**src/rtl/bayer_src_pkg.sv**
```systemverilog
// Shared types and constants for the Bayer test-pattern source.
// The pattern helper covers the modes that depend only on position and level.
package bayer_src_pkg;

    localparam int PIX_W  = 12;
    localparam int CNT_W  = 11;
    localparam int LFSR_W = 16;

    localparam logic [PIX_W-1:0]  PIX_MAX   = {PIX_W{1'b1}};
    localparam logic [LFSR_W-1:0] LFSR_SEED = 16'hACE1;
    // Feedback taps 16,14,13,11 as a bit mask over lfsr[15:0]
    localparam logic [LFSR_W-1:0] LFSR_TAPS = 16'hB400;

    typedef enum logic [1:0] {
        IDLE,
        ACTIVE,
        HBLANK,
        VBLANK
    } state_e;

    typedef enum logic [1:0] {
        SOLID,
        RAMP,
        BARS,
        CHECK_OR_LFSR
    } mode_e;

    function automatic logic [PIX_W-1:0] pix_pattern(
        input mode_e             m,
        input logic [PIX_W-1:0]  lvl,
        input logic [CNT_W-1:0]  x,
        input logic [CNT_W-1:0]  y
    );
        logic [PIX_W-1:0] v;
        case (m)
            SOLID:   v = lvl;
            RAMP:    v = {x, 1'b0};
            BARS:    v = x[7] ? PIX_MAX : '0;
            default: v = (x[4] ^ y[4]) ? PIX_MAX : '0;
        endcase
        return v;
    endfunction

endpackage

```
**src/rtl/bayer_src_lfsr.sv**
```systemverilog
// 16-bit Fibonacci LFSR; lfsr_d_o is the value the next pixel will carry.
// Reseeds on init_i (frame start), steps once for every valid pixel.
module bayer_src_lfsr
    import bayer_src_pkg::*;
(
    input  logic              clk_i,
    input  logic              rst_i,
    input  logic              init_i,
    input  logic              adv_i,
    output logic [LFSR_W-1:0] lfsr_d_o
);

    logic [LFSR_W-1:0] lfsr_q;
    logic [LFSR_W-1:0] lfsr_d;

    always_comb begin
        lfsr_d = lfsr_q;
        if (init_i) begin
            lfsr_d = LFSR_SEED;
        end else if (adv_i) begin
            lfsr_d = {lfsr_q[LFSR_W-2:0], ^(lfsr_q & LFSR_TAPS)};
        end
    end

    always_ff @(posedge clk_i or posedge rst_i) begin
        if (rst_i) begin
            lfsr_q <= LFSR_SEED;
        end else begin
            lfsr_q <= lfsr_d;
        end
    end

    assign lfsr_d_o = lfsr_d;

endmodule

```
**src/rtl/bayer_pattern_source.sv**
```systemverilog
// Raw Bayer test-pattern generator with line/frame timing; all outputs registered.
// Define BAYER_SRC_LFSR_EN to replace the mode-3 checkerboard with an LFSR noise pattern.
module bayer_pattern_source
    import bayer_src_pkg::*;
#(
    parameter int H_ACTIVE = 1280,
    parameter int V_ACTIVE = 960,
    parameter int H_BLANK  = 16,
    parameter int V_BLANK  = 4
) (
    input  logic             iCLK,
    input  logic             iRST,
    input  logic             iEN,
    input  logic [1:0]       iMODE,
    input  logic [PIX_W-1:0] iLEVEL,
    output logic [PIX_W-1:0] oDATA,
    output logic             oDVAL,
    output logic [CNT_W-1:0] oX_Cont,
    output logic [CNT_W-1:0] oY_Cont,
    output logic             oLVAL,
    output logic             oFVAL,
    output logic             oFRAME_DONE
);

    localparam int BLK_MAX = (H_BLANK > V_BLANK) ? H_BLANK : V_BLANK;
    localparam int BLK_W   = (BLK_MAX > 1) ? $clog2(BLK_MAX) : 1;

    localparam logic [CNT_W-1:0] X_LAST  = CNT_W'(H_ACTIVE - 1);
    localparam logic [CNT_W-1:0] Y_LAST  = CNT_W'(V_ACTIVE - 1);
    localparam logic [BLK_W-1:0] HB_LAST = BLK_W'(H_BLANK - 1);
    localparam logic [BLK_W-1:0] VB_LAST = BLK_W'(V_BLANK - 1);

    state_e           state_q, state_d;
    mode_e            mode_q, mode_d;
    logic [PIX_W-1:0] level_q, level_d;
    logic [CNT_W-1:0] x_q, x_d, y_q, y_d;
    logic [BLK_W-1:0] cnt_q, cnt_d;
    logic [PIX_W-1:0] data_q, data_d;
    logic             dval_q, dval_d;
    logic             fval_q, fval_d;
    logic             done_q, done_d;
    logic             frame_start;

`ifdef BAYER_SRC_LFSR_EN
    logic [LFSR_W-1:0] lfsr_nxt;

    bayer_src_lfsr u_lfsr (
        .clk_i    (iCLK),
        .rst_i    (iRST),
        .init_i   (frame_start),
        .adv_i    (dval_q),
        .lfsr_d_o (lfsr_nxt)
    );
`endif

    always_comb begin
        state_d     = state_q;
        mode_d      = mode_q;
        level_d     = level_q;
        x_d         = x_q;
        y_d         = y_q;
        cnt_d       = cnt_q;
        dval_d      = 1'b0;
        fval_d      = fval_q;
        done_d      = 1'b0;
        frame_start = 1'b0;

        case (state_q)
            IDLE: frame_start = iEN;
            ACTIVE: begin
                if (x_q == X_LAST) begin
                    state_d = HBLANK;
                    cnt_d   = '0;
                end else begin
                    x_d    = x_q + CNT_W'(1);
                    dval_d = 1'b1;
                end
            end
            HBLANK: begin
                cnt_d = cnt_q + BLK_W'(1);
                if (cnt_q == HB_LAST) begin
                    cnt_d = '0;
                    if (y_q == Y_LAST) begin
                        state_d = VBLANK;
                        y_d     = '0;
                        fval_d  = 1'b0;
                        done_d  = 1'b1;
                    end else begin
                        state_d = ACTIVE;
                        x_d     = '0;
                        y_d     = y_q + CNT_W'(1);
                        dval_d  = 1'b1;
                    end
                end
            end
            VBLANK: begin
                cnt_d = cnt_q + BLK_W'(1);
                if (cnt_q == VB_LAST) begin
                    cnt_d = '0;
                    if (iEN) begin
                        frame_start = 1'b1;
                    end else begin
                        state_d = IDLE;
                    end
                end
            end
            default: state_d = IDLE;
        endcase

        // Mode and level are sampled only here, so mid-frame input changes are ignored
        if (frame_start) begin
            state_d = ACTIVE;
            mode_d  = mode_e'(iMODE);
            level_d = iLEVEL;
            x_d     = '0;
            y_d     = '0;
            dval_d  = 1'b1;
            fval_d  = 1'b1;
        end

        data_d = dval_d ? pix_pattern(mode_d, level_d, x_d, y_d) : '0;
`ifdef BAYER_SRC_LFSR_EN
        if (dval_d && (mode_d == CHECK_OR_LFSR)) begin
            data_d = lfsr_nxt[PIX_W-1:0];
        end
`endif
    end

    always_ff @(posedge iCLK or posedge iRST) begin
        if (iRST) begin
            state_q <= IDLE;
            mode_q  <= SOLID;
            level_q <= '0;
            x_q     <= '0;
            y_q     <= '0;
            cnt_q   <= '0;
            data_q  <= '0;
            dval_q  <= 1'b0;
            fval_q  <= 1'b0;
            done_q  <= 1'b0;
        end else begin
            state_q <= state_d;
            mode_q  <= mode_d;
            level_q <= level_d;
            x_q     <= x_d;
            y_q     <= y_d;
            cnt_q   <= cnt_d;
            data_q  <= data_d;
            dval_q  <= dval_d;
            fval_q  <= fval_d;
            done_q  <= done_d;
        end
    end

    assign oDATA       = data_q;
    assign oDVAL       = dval_q;
    assign oLVAL       = dval_q;
    assign oFVAL       = fval_q;
    assign oFRAME_DONE = done_q;
    assign oX_Cont     = x_q;
    assign oY_Cont     = y_q;

endmodule

```
**config.mk**
```make
export PLATFORM = sky130hd
export DESIGN_NAME = bayer_pattern_source
export DESIGN_NICKNAME = d
export VERILOG_FILES = /design/src/rtl/bayer_src_pkg.sv /design/src/rtl/bayer_src_lfsr.sv /design/src/rtl/bayer_pattern_source.sv
export SDC_FILE = /design/constraint.sdc
export NUM_CORES = 1
export LEC_CHECK = 0
export ABC_AREA = 0
export CORE_MARGIN = 3
export CORE_UTILIZATION = 53
export DETAILED_ROUTE_END_ITERATION = 10
export GPL_ROUTABILITY_DRIVEN = 0
export PLACE_DENSITY_LB_ADDON = 0.08
export SETUP_SLACK_MARGIN = 0.1
export SLEW_MARGIN = 20
export SYNTH_ARGS = -nofsm -noshare
export SYNTH_HDL_FRONTEND = slang
export SYNTH_SLANG_ARGS = --single-unit
```
**constraint.sdc**
```tcl
create_clock -name iCLK -period 3.1 [get_ports iCLK]
set_input_delay 0.62 -clock iCLK [delete_from_list [all_inputs] [get_ports iCLK]]
set_output_delay 0.62 -clock iCLK [all_outputs]
set_load 0.01 [all_outputs]
```
**Yosys cells after proc, flatten, opt, wreduce, memory -nomap -nowiden**

Cells that the tools add are included.

- Register bits: 57
- Output and inout bits: 38
- Logic and storage cells: 81

- Add/sub/neg operators: 3
- Equal/unequal tests: 14
- Muxes and demuxes: 41
- Bitwise gates (word level): 1
- Reduce and logical (&&, ||, !) cells: 11

Operators by type and width:

| operator | number |
|---|---|
| $mux 11 | 8 |
| $mux 12 | 4 |
| $pmux 12 s3 | 1 |
| $add 11x1->11 const B | 2 |
| $pmux 11 s2 | 1 |
| $mux 2 | 7 |
| $mux 1 | 13 |
| $mux 4 | 3 |
| $ne 3x3->1 const B | 4 |
| $pmux 4 s3 | 1 |
| $eq 11x10->1 const B | 1 |
| $eq 11x11->1 const B | 1 |
| $eq 2x2->1 const B | 3 |
| $pmux 2 s3 | 1 |
| $reduce_bool 2->1 | 3 |
| $reduce_and 5->1 | 1 |
| $add 4x1->4 const B | 1 |
| $eq 2x1->1 const B | 2 |
| $eq 4x2->1 const B | 1 |
| $eq 4x4->1 const B | 1 |
| $logic_not 2->1 | 2 |
| $pmux 1 s2 | 2 |
| $reduce_and 2->1 | 2 |
| $reduce_bool 4->1 | 1 |
| other kinds (4) | 4 |

**Depth between registers and ports, before layout**

Gate-level depths: netlist of run 1.

- Depth after elaboration: 9
- Mapped depth: 9

**Least setup slack after synthesis of run 1**

No wires, ideal clock.

- Path kind: reg2reg
- Start: register state_q[0]
- End: register data_q[10], in the netlist oDATA[10]
- Data arrival time: 2157 ps
- Data required time: 3005 ps
- Slack: 847 ps
- Cell stages (with the launch flop): 9
- Path buffers: 0
- Period minus slack after synthesis: 2253 ps
- Path through: dfrtp_1 -> inv_1 -> ha_1 -> nor2b_1 -> a21boi_4 -> a211oi_1 -> and3_1 -> nor4_4 -> nor4b_2

- Word-level cells in the longest chain between the ends: 7
- Elaborated cells on any way between the ends: 21
- Those cells by class: eq/ne (5); mux (13); bitwise (1); reduce/logical (2)

Ends and longest elaborated chain:

| what | line | RTL |
|---|---|---|
| start, declared | bayer_pattern_source.sv:33 | `state_e state_q, state_d;` |
| start signal, assigned | bayer_pattern_source.sv:142 | `state_q <= state_d;` |
| $eq 2x2->1 (tied with other cells) | bayer_pattern_source.sv:68 | `case (state_q)` |
| $pmux 11 s2 (tied with other cells) | bayer_pattern_source.sv:68 |  |
| $mux 11 | bayer_pattern_source.sv:111 | `if (frame_start) begin` |
| $xor 1x1->1 | bayer_src_pkg.sv:39 | `default: v = (x[4] ^ y[4]) ? PIX_MAX : '0;` |
| $mux 12 | bayer_src_pkg.sv:39 |  |
| $pmux 12 s3 | bayer_src_pkg.sv:35 | `case (m)` |
| $mux 12 * | bayer_pattern_source.sv:121 | `data_d = dval_d ? pix_pattern(mode_d, level_d, x_d, y_d) : '0;` |
| named net data_d[10] | bayer_pattern_source.sv:38 | `logic [PIX_W-1:0] data_q, data_d;` |
| end signal, assigned | bayer_pattern_source.sv:148 | `data_q <= data_d;` |
| end, declared | bayer_pattern_source.sv:38 |  |

Mark *: on every way through the listed nets, which the timed path passes. The rest lies on a longest branch. The select of a mux whose other input is x is not followed.
A chain may end at the register's enable or synchronous reset.

**Worst setup path after layout of run 1**

- Start: register state_q[0]
- End: register data_q[2], in the netlist oDATA[2]

The elaborated chain is that of the path after synthesis.

==> flow_summary.ini, run 1 <==
[yosys]
synthDistinctLibCells = 63
synthesis.nets = 393
yosysSeqAreaShare = 0.436
synth-main-ff-cell = dfrtp_1
avgSynthCellArea_um2 = 8.87
async_flop_share = 1.00
synth_edf_count = 0
netlist_area_um2 = 3270
synth_warnings = 0
ys_ff_latch = 57
syn_inst = 369

[floorplan]
fp.dieH_um = 84.6
start_util = 0.570
die-area_um2 = 7150
pin_count = 55
rows = 27
core_um2 = 5740
die_x_um = 84.6

[sta]
clock.fmax_mhz = 370
finalSetupViolations = 0
drv_slew = 0
finalCritPeriodShare = 0.873
fin_tns_setup_ns = 0
rsz0062_at_grt = no
relSlewSlack = 0.625
finalCriticalPeriod_ns = 2.70
hold_viol = 0
worst_pin_slew_ns = 0.561
skew_ns = 0.00744

[power_and_ir_drop]
p_total_mw = 3.66
leakage_nw = 1.85
ir_drop_mv = 0.554
power_density_nw_per_um2 = 883

[clock_tree]
cts_made_buffers = 9
post_cts_buffers = 0
post_cts_resized = 0
clock_sinks = 57
root_buffer = clkbuf_8
cts_max_level = 3
clk_latency_ns = 0.34
clock_path_buffers = 2
cts_tree = built
cts.clk_slew.worst_paths_ns = 0.07
holdBufCountCts = 0

[routing]
routedWlPerCell_um = 17.0
drt-pass1-iter-count = 5
drtAntennaViolNets = 0
drc = 0
via_per_inst = 6.00
drt_iter0_markers = 233
wl_um = 8660
dr_total_vias = 3056

[cells_and_area]
seqCellArea_um2 = 1430
fin_nets = 457
diodes = 0
fillCellCount = 450
area_delta_synth_final_pct = 26.5
drive_gt1_frac = 0.112
multi_input_area_um2 = 1740

[grt]
grt_pass1_wl_um = 14400
overflow = 0
grt_util_all_layers = 0.251
grt_pass1_vias = 2793
grt_antenna_before_repair = 0
grt_max_degree = 29

[placement]
place_hpwl_um = 6170
port_buffers = 54

[setup_path]
path_common_cell = buf_4
criticalPathCategory = reg2reg
cp_slowest_cell = ha_1
end_kind = register
crit_path_start_kind = register
crit_chain = inv_1 > ha_1 > nand4_4 > or3_4 > a211oi_1 > and3_1 > nor4_4 > buf_4 > buf_4 > o211a_1
required_ns = 3.33
cp.arrival_ns = 2.93
max_stage_delay_ns = 0.44
path_max_fanout = 11

[outcome]
status = finished, final reports clean

[run]
maxCapViolCount = 0

[worst_hold_path]
hp-class = reg2reg
==> path summary, 6_finish.rpt <==
| kind | cells past startpoint | from | end | slack [ns] |
|---|---|---|---|---|
| min in group asynchronous | 2 | iRST | oY_Cont[1] | 0.62 |
| max in group asynchronous | 3 | iRST | oDATA[8] | 1.81 |
| max reg2reg | 10 | state_q[0] | oDATA[2] | 0.40 |
| min reg2reg | 2 | level_q[0] | level_q[0] | 0.47 |
| max | 10 | state_q[0] | oDATA[2] | 0.40 |
| min | 2 | level_q[0] | level_q[0] | 0.47 |
==> cells by family (layout without fill, tap and decap cells) <==
| kind of cell | count (synthesis) | after routing | share of synthesized area |
|---|---|---|---|
| AO/OA/AOI/OAI | 89 | 89 | 0.203 |
| XOR/XNOR | 3 | 3 | 0.00803 |
| adder cells (fa/ha/maj) | 7 | 7 | 0.0268 |
| buffers and inverters | 25 | 93 | 0.0325 |
| flip-flops | 57 | 57 | 0.436 |
| multiplexers | 1 | 1 | 0.00306 |
| AND/OR/NAND/NOR | 187 | 187 | 0.291 |
==> power by group <==
group	internal, mW	leakage, nW	switching (mW)	total, mW
registers	0.953	0.756	0.174	1.13
logic	0.817	0.990	1.01	1.82
clock network	0.408	0.102	0.299	0.707
total	2.18	1.85	1.48	3.66
==> stage by stage <==
step	setup WS [ns]	util	cell area [um2]	hold slack [ns]	instances
final	0.395	0.721	4140	0.467	509
after CTS	0.289	0.715	4110	0.471	505
after global routing	0.271	0.721	4140	0.488	509
after global placement	0.341	0.681	3910	0.455	490
after floorplan	0.847	-	3270	0.438	369
after detailed placement	0.259	0.681	3910	0.455	490
==> cell type report <==
type                            count  share of cell area
Tap cell                           72              0.0218
Multi-Input combinational cell    287               0.420
Clock inverter                      3             0.00967
Sequential cell                    57               0.345
Inverter                            9             0.00816
Timing Repair Buffer               69               0.158
Clock buffer                       12              0.0375
==> worst max-delay path: cells and delay by family (launching register included) <==
kind,cells,cell delay (ns)
AOI/OAI and AO/OA,2,0.33
adders and majority gates,1,0.44
buffers and inverters,3,0.40
DFF,1,0.42
and+or+nand+nor,4,0.99
==> cell usage after synthesis, types with 4 or more instances <==
cell type  number  share of area
inv_1           9          0.010
nor2_1         28          0.032
clkbuf_1       11          0.013
a21oi_1        13          0.020
nor2b_1         4         0.0076
nor3_1         27          0.041
and3_1          4         0.0076
ha_1            7          0.027
a21boi_0        4         0.0092
o31ai_1         4         0.0092
dfrtp_1        57           0.44
or3_1           5         0.0096
nand2_1        73          0.084
nand3_1        16          0.024
o21ai_0        23          0.035
nand4_1         4         0.0076
o211a_1         8          0.024
==> registers in the layout (all words and copies together) (netlist names) <==
signal       flops
level_q         12
oDATA           12
oX_Cont         11
oY_Cont         11
cnt_q            4
mode_q           2
state_q          2
oDVAL            1
oFRAME_DONE      1
oFVAL            1
==> metal layers <==
| metal | GRT usage | up-vias | wire length (um) |
|---|---|---|---|
| met5 | 0 | - | 0 |
| met4 | 0.102 | 0 | 119 |
| met3 | 0.0363 | 11 | 501 |
| met2 | 0.364 | 115 | 3990 |
| met1 | 0.375 | 1469 | 4050 |
| li1 | - | 1461 | - |
==> cells in the final DEF (no fill, tap or decap), drive strengths merged, types with 3 or more instances in the layout <==
master	netlist	routed
or3	8	8
a31oi	3	3
nand2	73	73
nor3b	3	3
nor2	28	28
a21boi	5	5
nand4	5	5
a211oi	3	3
o21ai	25	25
o31ai	4	4
o211a	8	8
ha	7	7
buf	5	15
dfrtp	57	57
nand3	18	18
a21oi	14	14
inv	9	9
o211ai	3	3
clkbuf	11	12
nor2b	4	4
nor3	27	27
xor2	3	3
and3	5	5
clkdlybuf4s50	0	54
No activity file was read; power rests on OpenSTA's default activity.
==> run 2: changes to the inputs <==
--- a/config.mk
+++ b/config.mk
@@ -8,11 +8,14 @@
 export ABC_AREA = 0
 export CORE_MARGIN = 3
 export CORE_UTILIZATION = 53
+export CTS_CLUSTER_SIZE = 12
 export DETAILED_ROUTE_END_ITERATION = 10
 export GPL_ROUTABILITY_DRIVEN = 0
+export GPL_TIMING_DRIVEN = 0
 export PLACE_DENSITY_LB_ADDON = 0.08
 export SETUP_SLACK_MARGIN = 0.1
 export SLEW_MARGIN = 20
 export SYNTH_ARGS = -nofsm -noshare
 export SYNTH_HDL_FRONTEND = slang
+export SYNTH_HIERARCHICAL = 1
 export SYNTH_SLANG_ARGS = --single-unit
==> run 2 against run 1 <==
- area after synthesis is the same
- largest cell class unchanged
- global-route usage shrank 1.0 points
- die area is the same
- clock skew grew 0.00070 ns
==> flow_summary.ini, run 2 <==
[outcome]
status = finished, final reports clean

[grt]
met1_usage = 0.339
grt.busiest_layer = met2
grt_pass1_wl_um = 13700
grt_pass1_vias = 2821
grt_max_degree = 58
grt_antenna_before_repair = 0
overflow = 0
gr-usage-met2 = 0.372
use_met3 = 0.0520
grt_util_all_layers = 0.241

[yosys]
synth_warnings = 6
synthXorXnorAreaFrac = 0.00803
synth_edf_count = 0
synth_top_family_by_area = simple AND/OR/NAND/NOR gates
synth-simple-area-share = 0.291
ys_ff_latch = 57
yosysMostFrequentCell = nand2_1
synth_compound_area_frac = 0.203
synth_mux_area_frac = 0.00306
synthAdderAreaFrac = 0.0268
avgSynthCellArea_um2 = 8.87
async_flop_share = 1.00
netlist_area_um2 = 3270
synthDistinctLibCells = 63
synthesis.nets = 393
synth-main-ff-cell = dfrtp_1
synth_common_cells = nand2_1, dfrtp_1, nor2_1
netlist.area_leader.share = 0.436
yosysSeqAreaShare = 0.436
yosys.area.top_type = dfrtp_1
syn_inst = 369
ys_top_cells_by_area = dfrtp_1, nand2_1, nor3_1, o21ai_0, nor2_1

[cells_and_area]
seqCellArea_um2 = 1430
final_common_cell = nand2_1
drive_gt1_frac = 0.0820
final_cell_mix = nand2_1, dfrtp_1, clkdlybuf4s50_1
area_delta_synth_final_pct = 25.1
final_cells = 511
diodes = 0
fillCellCount = 493
fin_nets = 458
multi_input_area_um2 = 1740

[power_and_ir_drop]
power_density_nw_per_um2 = 863
p_switching_mw = 1.48
switching_share = 0.418
leakage_nw = 1.80
seq_power_share = 0.316
pwr-share-comb = 0.489
p_clk_frac = 0.195
ir_drop_mv = 0.611
p_total_mw = 3.53
power.internal_mw = 2.06

[clock_tree]
cts_made_buffers = 9
holdBufCountCts = 0
cts.clk_slew.worst_paths_ns = 0.07
root_buffer = clkbuf_8
clock_sinks = 57
clock_path_buffers = 2
post_cts_resized = 0
clk_latency_ns = 0.35
post_cts_buffers = 0
cts_tree = built
cts_max_level = 3

[floorplan]
fp.dieH_um = 84.6
die-area_um2 = 7150
core_um2 = 5740
rows = 27
start_util = 0.570
die_x_um = 84.6
pin_count = 55

[sta]
relSlewSlack = 0.413
finalCritPeriodShare = 0.876
clock.fmax_mhz = 368
hold_ws_ns = 0.477
worst_pin_slew_ns = 0.880
fin_tns_setup_ns = 0
hold_viol = 0
final.setup.worst_slack_ns = 0.384
rsz0062_at_grt = no
finalCriticalPeriod_ns = 2.72
drv_slew = 0
skew_ns = 0.00814
finalSetupViolations = 0

[setup_path]
criticalPathCategory = reg2reg
r2r_end = level_q[4]
required_ns = 3.38
end_kind = register
rr_startpoint = state_q[0]
crit_path_start_kind = register
rr_worst_depth = 8
cp.arrival_ns = 3.00
cp-startpoint = state_q[0]
endpoint = level_q[4]
rrSetupSlack_ns = 0.38
path_max_fanout = 10

[routing]
drc = 0
dr_total_vias = 3104
drt_iter0_markers = 177
wl_um = 8400
routedWlPerCell_um = 16.4
drtAntennaViolNets = 0
drt-pass1-iter-count = 5
via_per_inst = 6.07

[run]
maxCapViolCount = 0

[worst_hold_path]
hp-class = reg2reg

[placement]
place_ws_ns = 0.115
dp.cells = 495
port_buffers = 54
place_hpwl_um = 5920
## run 2: cell types whose count changed in the layout (fill, tap and decap cells not counted)
cell | previous run | this run
inv_2 | 1 | 0
inv_4 | 0 | 1
buf_2 | 0 | 1
clkbuf_8 | 11 | 10
buf_1 | 0 | 2
buf_6 | 0 | 1
buf_4 | 15 | 1
clkbuf_1 | 1 | 14
## run 2: logic make-up after synthesis
kind of cell	Yosys count
adders and majority gates	7
xor gates and xnor gates	3
muxes	1
buffers and inverters	25
DFF	57
and+or+nand+nor	187
AOI/OAI and AO/OA	89
## run 2: power by group through the flow
stage | sequential, mW | combinational [mW] | clock [mW]
after detailed placement | 1.12 | 1.70 | 0
after global routing | 1.14 | 1.90 | 0.736
after CTS | 1.11 | 1.72 | 0.697
final | 1.12 | 1.73 | 0.690
after global placement | 1.12 | 1.67 | 0
after floorplan | 1.14 | 1.12 | 0
## run 2: metal layers
metal	vias up	wire length [um]
met4	0	127
met2	112	3790
met3	15	535
li1	1462	-
met5	-	0
met1	1515	3950
## run 2: final cells by class
cell class              instances  share of cell area
inverters                       9             0.00886
well taps                      72              0.0220
plain buffers                  16              0.0177
repair buffers                 54               0.132
clock inverters                 3             0.00978
multi-input cells             287               0.425
flip-flops and latches         57               0.348
clock buffers                  13              0.0364
## run 2: how the worst min path moves through the flow
stage,depth (start not counted),endpoint,startpoint
floorplan,2,level_q[0],level_q[0]
global placement,2,level_q[0],level_q[0]
detailed placement,2,level_q[0],level_q[0]
CTS,2,level_q[0],level_q[0]
global route,2,level_q[0],level_q[0]
finish,2,level_q[0],level_q[0]
## run 2: critical path: stages, from the launching register on
cell	delay, ns
dfrtp_1	0.39
inv_1	0.08
ha_1	0.39
nor2b_1	0.20
a21boi_4	0.39
clkbuf_1	0.51
clkbuf_1	0.48
nand2_1	0.14
nand2_1	0.08
## run 2: through the flow
step,util,area (um2)
after floorplan,-,3270
after global placement,0.680,3900
after detailed placement,0.680,3910
after CTS,0.713,4100
after global routing,0.713,4100
final,0.713,4100
